==> config.mk <==
export PLATFORM = sky130hd
export DESIGN_NAME = memwb_skid
export DESIGN_NICKNAME = d
export VERILOG_FILES = /design/src/rtl/memwb_skid.sv
export SDC_FILE = /design/constraint.sdc
export NUM_CORES = 1
export LEC_CHECK = 0
export CORE_AREA = 4 4 129 131
export DETAILED_ROUTE_END_ITERATION = 12
export DIE_AREA = 0 0 133 135
export GPL_ROUTABILITY_DRIVEN = 0
export PLACE_DENSITY_LB_ADDON = 0.05
export RECOVER_POWER = 50
export SLEW_MARGIN = 20
export SYNTH_ARGS = -nofsm -noshare
export SYNTH_HDL_FRONTEND = slang
export SYNTH_SLANG_ARGS = --single-unit
==> constraint.sdc <==
create_clock -name clk_i -period 2.2 [get_ports clk_i]
set_input_delay 0.33 -clock clk_i [delete_from_list [all_inputs] [get_ports clk_i]]
set_output_delay 0.33 -clock clk_i [all_outputs]
set_load 0.005 [all_outputs]
==> src/rtl/memwb_skid.sv <==
// MEM/WB pipeline stage built as a two-entry skid buffer with a valid/ready
// handshake, write-back value selection and forwarding-hit detection.
module memwb_skid #(
  parameter int DATA_W       = 32,
  parameter int REG_W        = 5,
  parameter int WB_W         = 2,
  parameter int REGWRITE_BIT = 1,
  parameter int MEMTOREG_BIT = 0
) (
  input  logic              clk_i,
  input  logic              rst_i,
  input  logic              flush_i,
  input  logic              in_valid_i,
  output logic              in_ready_o,
  input  logic [WB_W-1:0]   wb_i,
  input  logic [DATA_W-1:0] read_data_i,
  input  logic [DATA_W-1:0] alu_i,
  input  logic [REG_W-1:0]  rd_i,
  output logic              out_valid_o,
  input  logic              out_ready_i,
  output logic [WB_W-1:0]   wb_o,
  output logic [DATA_W-1:0] read_data_o,
  output logic [DATA_W-1:0] alu_o,
  output logic [REG_W-1:0]  rd_o,
  output logic [DATA_W-1:0] wb_data_o,
  input  logic [REG_W-1:0]  rs_i,
  input  logic [REG_W-1:0]  rt_i,
  output logic              fwd_rs_o,
  output logic              fwd_rt_o,
  output logic [1:0]        occupancy_o
);

  localparam int ENT_W = WB_W + 2 * DATA_W + REG_W;

  typedef enum logic [1:0] {
    EMPTY = 2'd0,
    ONE   = 2'd1,
    TWO   = 2'd2
  } state_t;

  state_t             state_q, state_d;
  logic [ENT_W-1:0]   head_q, head_d;
  logic [ENT_W-1:0]   skid_q, skid_d;
  logic               in_ready_q, in_ready_d;
  logic [ENT_W-1:0]   in_ent_s;
  logic [WB_W-1:0]    head_wb_s;
  logic               accept_s;
  logic               pop_s;

  assign in_ent_s = {wb_i, read_data_i, alu_i, rd_i};
  assign {head_wb_s, read_data_o, alu_o, rd_o} = head_q;

  assign out_valid_o = (state_q != EMPTY);
  assign in_ready_o  = in_ready_q;
  assign occupancy_o = state_q;
  assign accept_s    = in_valid_i & in_ready_q;
  assign pop_s       = out_valid_o & out_ready_i;

  // A bubble must never write the register file, so wb is masked when idle.
  assign wb_o      = out_valid_o ? head_wb_s : {WB_W{1'b0}};
  assign wb_data_o = wb_o[MEMTOREG_BIT] ? read_data_o : alu_o;
  assign fwd_rs_o  = out_valid_o & wb_o[REGWRITE_BIT] & (rd_o != {REG_W{1'b0}}) & (rd_o == rs_i);
  assign fwd_rt_o  = out_valid_o & wb_o[REGWRITE_BIT] & (rd_o != {REG_W{1'b0}}) & (rd_o == rt_i);

  // Next-state and datapath selection; flush overrides every handshake.
  always_comb begin
    state_d = state_q;
    head_d  = head_q;
    skid_d  = skid_q;
    if (flush_i) begin
      state_d = EMPTY;
      head_d  = {ENT_W{1'b0}};
      skid_d  = {ENT_W{1'b0}};
    end else begin
      case (state_q)
        EMPTY: begin
          if (accept_s) begin
            head_d  = in_ent_s;
            state_d = ONE;
          end else begin
            state_d = EMPTY;
          end
        end
        ONE: begin
          if (accept_s && pop_s) begin
            head_d  = in_ent_s;
          end else if (accept_s) begin
            skid_d  = in_ent_s;
            state_d = TWO;
          end else if (pop_s) begin
            state_d = EMPTY;
          end else begin
            state_d = ONE;
          end
        end
        TWO: begin
          if (pop_s) begin
            head_d  = skid_q;
            state_d = ONE;
          end else begin
            state_d = TWO;
          end
        end
        default: begin
          state_d = EMPTY;
          head_d  = {ENT_W{1'b0}};
          skid_d  = {ENT_W{1'b0}};
        end
      endcase
    end
    in_ready_d = (state_d != TWO);
  end

  // State, entry and ready registers.
  always_ff @(posedge clk_i or negedge rst_i) begin
    if (!rst_i) begin
      state_q    <= EMPTY;
      head_q     <= {ENT_W{1'b0}};
      skid_q     <= {ENT_W{1'b0}};
      in_ready_q <= 1'b1;
    end else begin
      state_q    <= state_d;
      head_q     <= head_d;
      skid_q     <= skid_d;
      in_ready_q <= in_ready_d;
    end
  end

endmodule

* Yosys cells after proc, flatten, opt, wreduce, memory -nomap -nowiden
Cells that the tools add are included.
** Word-level totals
- Output and inout bits :: 109
- Word-level logic and storage cells :: 45
- Flip-flop bits (word level) :: 145
** Operators by class
- Multiplexer cells :: 17
- Bitwise gates (word level) :: 6
- Equal/unequal tests :: 11
- Reduce and logical (&&, ||, !) cells :: 7
** Operators by type and width (number)
- 71-bit 2-to-1 mux :: 6
- 71-bit one-hot mux with 3 select lines :: 1
- 71-bit one-hot mux with 2 select lines :: 1
- 32-bit 2-to-1 mux :: 1
- 3-bit != test (second input constant) :: 5
- 5-bit == test :: 2
- 2-bit 2-to-1 mux :: 5
- 1-bit AND :: 6
- 2-bit one-hot mux with 3 select lines :: 1
- 3-bit AND reduction :: 2
- 5-bit nonzero test :: 1
- 2-bit by 1-bit == test with 1-bit output (second input constant) :: 1
- 2-bit == test (second input constant) :: 1
- 2-bit zero test :: 1
- 1-bit 2-to-1 mux :: 2
- 2-bit by 1-bit != test with 1-bit output (second input constant) :: 1
- 2-bit != test (second input constant) :: 1
- 2-bit nonzero test :: 1
- 2-bit OR reduction :: 1
- 1-bit logical AND :: 1

* Longest topological paths before layout
- Depth in word-level cells :: 8
- Mapped depth :: 6
- Mapped depth without buffers :: 3

* Worst setup path after synthesis
No wires, ideal clock.
- Path kind :: reg-to-output
- Start point :: reg state_q[1] (netlist: occupancy_o[1])
- End point :: out wb_data_o[10]
- Arrival time :: 1477 ps
- Slack :: 393 ps
- Cell stages (with the launch flop) :: 6
- Cells stage by stage :: dfrtp_1 > buf_8 > or2_1 > nand2_1 > buf_4 > mux2_1
** Between the ends
- Longest elaborated chain between the ends :: 3
** RTL lines
- start: declaration :: RTL line 41 : state_t state_q, state_d;
- start signal: assignment :: RTL line 122 : state_q <= state_d;
- 2-bit nonzero test :: RTL line 53 : assign out_valid_o = (state_q != EMPTY);
- net out_valid_o :: RTL line 19 : output logic out_valid_o,
- 2-bit 2-to-1 mux :: RTL line 60 : assign wb_o = out_valid_o ? head_wb_s : {WB_W{1'b0}};
- 32-bit 2-to-1 mux :: RTL line 61 : assign wb_data_o = wb_o[MEMTOREG_BIT] ? read_data_o : alu_o;
- end: declaration :: RTL line 25 : output logic [DATA_W-1:0] wb_data_o,
The timed path passes the listed nets, and every way through them passes these cells.

* Worst setup path after layout
- Start point :: reg state_q[1] (netlist: occupancy_o[1])
- End point :: out wb_data_o[20]
** Between the ends
- Longest elaborated chain between the ends :: 3
** RTL lines (RTL line)
- 2-bit nonzero test :: 53
- 2-bit 2-to-1 mux :: 60
- 32-bit 2-to-1 mux :: 61
No other way between the ends.

==> impl_metrics.py <==
metrics = {
    "outcome": {
        "outcome": "complete, but fails checks",
        "violations": "setup timing",
    },
    "grt": {
        "grt_use_total": 0.236,
        "grt_pass1_wl_mm": 33.6,
        "overflow": 0,
        "grt_pass1_vias": 6140,
        "grt_antenna_before_repair": 0,
        "grt_max_degree": 46,
    },
    "die": {
        "row_count": 46,
        "io_pins": 195,
        "dieWidth_um": 133,
        "start_util": 0.478,
        "die_y_um": 135,
        "core_area_um2": 15600,
        "die_area_um2": 18000,
    },
    "synth": {
        "ys_warn_count": 0,
        "yosysMostFrequentCell": "dfrtp_1",
        "yosysTopAreaCell": "dfrtp_1",
        "netlist.area_leader.share": 0.483,
        "synth_area_leaders": "dfrtp_1, mux2i_1, a221o_1",
        "synth_common_cells": "dfrtp_1, a22o_1, buf_4, nor2_1, mux2i_1",
        "ys.flop_type": "dfrtp_1",
        "syn_nets": 711,
        "synth_edf_count": 0,
        "syn_area_per_cell_um2": 11.9,
        "synth_area_um2": 7450,
        "async_flop_share": 1.00,
        "synth_cells": 625,
        "ys_ff_latch": 145,
        "ys_seq_area_frac": 0.487,
        "ys_types": 35,
    },
    "sta": {
        "fin_crit_ns": 2.28,
        "tightest_slew_ns": 1.11,
        "relSlewSlack": 0.263,
        "worst_clock_skew_ns": 0.00790,
        "report.final.slew_viol_count": 0,
        "fmax_mhz": 438,
        "rsz0062_at_grt": "true",
        "finalHoldViolations": 0,
        "setup_ws_ns": -0.0806,
        "min_period_over_period": 1.04,
        "setup-violations-final": 23,
    },
    "worst_setup_path": {
        "cp_max_fo": 8,
        "start_kind": "flop",
        "cp.required_ns": 1.87,
        "timing.critical_path.buf_inv": 4,
        "slowest_delay_ns": 0.38,
        "end_kind": "output pin",
        "slowest_stage": "dfrtp_1",
        "worstPathArrival_ns": 1.95,
        "path_cells": "or2_4 > nand2_8 > buf_12 > buf_8 > buf_12 > mux2_4 > buf_6",
        "cp_common_cell": "buf_12",
        "cp_top_family": "buffers and inverters",
        "worstSetupPathType": "reg2out",
    },
    "drt": {
        "drt_first_iter_violations": 485,
        "totalWireLength_mm": 21.2,
        "drc": 0,
        "postRouteAntennaNets": 0,
        "dr.pass1.iters": 5,
        "dr_total_vias": 5737,
        "viasPerCell": 5.82,
        "avgRoutedWirePerCell_um": 21.5,
    },
    "cells_and_area": {
        "fill_cells": 1205,
        "multi_input_area_um2": 3170,
        "antenna_cells": 0,
        "drive_gt1_frac": 0.195,
        "stdcell_count": 986,
        "fin_util": 0.655,
        "register_area_um2": 3630,
        "syn_to_final_growth_pct": 37.1,
        "fin_nets": 843,
    },
    "clocking": {
        "cts_sinks": 145,
        "cts-buffers-inserted": 17,
        "htree_levels": 4,
        "cts_root_buf": "clkbuf_16",
        "clkTransAtPathRegs_ns": 0.06,
        "cts_tree": "built",
        "clockBufferDepth": 2,
        "clkLatencyLatePin_ns": 0.42,
    },
    "flow_run": {
        "cap_violations": 0,
    },
    "power_and_ir_drop": {
        "intPower_mw": 5.49,
        "power.leakage_nw": 4.76,
        "swShare": 0.249,
        "peakVddDrop_mv": 0.547,
        "clkPwrFrac": 0.428,
        "switchingPower_mw": 1.82,
        "power_density_nw_per_um2": 715,
        "p_seq_frac": 0.403,
        "combPwrFrac": 0.169,
    },
    "placement": {
        "placed_cells": 940,
        "portBuffers": 194,
        "post-dp-hpwl_mm": 13.1,
    },
    "min_path": {
        "hp-class": "in2reg",
    },
}
[through the flow]
stage / worst slack (ns) / hold WS [ns] / setup TNS, ns / power [mW] / area, um^2
after floorplan: 0.393 / 0.0344 / 0 / 3.54 / 7450
after global placement: 0.105 / 0.290 / 0 / 4.11 / 9240
after detailed placement: 0.0893 / 0.292 / 0 / 4.14 / 9240
after CTS: -0.153 / 0.408 / -2.35 / 7.38 / 10200
after global routing: -0.140 / 0.480 / -6.77 / 7.57 / 10200
final: -0.0806 / 0.476 / -1.41 / 7.30 / 10200
[registers in the layout (all words and copies together), names as in the netlist]
| signal | flops |
|---|---|
| in_ready_o | 1 |
| occupancy_o | 2 |
| head_q | 71 |
| skid_q | 71 |
[cell type report]
cell class | instances | area share
inverter | 1 | 0.000367
clock buffer | 20 | 0.0447
clock inverter | 12 | 0.0175
multi-input combinational | 359 | 0.310
timing repair buffer | 233 | 0.245
sequential | 145 | 0.355
tap | 216 | 0.0264
[tightest hold or removal path, cell delays in order]
cell and delay (ns):
buf_4 0.19, mux2i_1 0.15, nor2_1 0.08, a221o_1 0.10
[repair_timing]
action                                  4_1_cts  5_1_grt
resized for setup                           187       19
setup buffers                                 6        4
endpoints found under the hold margin        42        0
cloned                                        4        0
endpoints found under the setup margin       34       34
pin swaps                                     3        4
hold buffers                                  1        0
[routing by layer]
| layer | GRT usage | routed length (um) | vias to the layer above |
|---|---|---|---|
| li1 | - | - | 2547 |
| met1 | 0.306 | 8950 | 2959 |
| met2 | 0.393 | 10700 | 214 |
| met3 | 0.0615 | 1360 | 17 |
| met4 | 0.0699 | 252 | 0 |
| met5 | 0 | 0 | - |
[cells in the final DEF (no fill, tap or decap), types with 2 or more instances in the layout]
cell	netlist	routed
nor2_1	72	71
clkbuf_8	0	2
buf_6	9	28
mux2i_1	71	71
buf_8	1	2
inv_6	0	3
clkinvlp_4	0	3
nand2b_1	2	2
clkbuf_4	0	2
nand2_1	5	4
dfrtp_1	144	143
nand3_1	3	3
clkbuf_16	0	17
bufinv_16	0	4
buf_4	72	14
clkdlybuf4s50_1	0	121
buf_16	0	3
buf_12	0	16
clkinv_2	0	2
o211ai_1	2	2
xnor2_1	10	10
a22o_1	72	72
mux2_4	0	31
dlygate4sd3_1	0	37
clkbuf_2	0	7
a221o_1	70	70
nor2_4	0	2
[final timing paths]
kind | start | end | slack [ns] | depth (start not counted)
worst max-delay path | occupancy_o[1] | wb_data_o[20] | -0.08 | 7
worst min-delay path | out_ready_i | head_q[56] | 0.48 | 4
worst max register to register | occupancy_o[0] | head_q[30] | 0.17 | 6
worst min register to register | skid_q[42] | skid_q[42] | 0.51 | 1
max in group asynchronous | rst_i | head_q[3] | 0.21 | 3
min in group asynchronous | rst_i | head_q[13] | 0.65 | 2
[power groups by stage]
stage | clock network, mW | registers (mW) | logic (mW)
floorplan | 0 | 2.94 | 0.598
global placement | 0 | 2.98 | 1.13
detailed placement | 0 | 2.99 | 1.15
CTS | 3.17 | 2.95 | 1.26
global route | 3.29 | 2.97 | 1.31
finish | 3.13 | 2.95 | 1.23
[cell families after synthesis]
kind of cell	after synthesis	share of synthesized area
simple gates	94	0.0549
mux	103	0.144
buf+inv	121	0.112
xor+xnor	10	0.0118
compound gates	152	0.191
flops	145	0.487
Power figures use the tool's default switching activity.
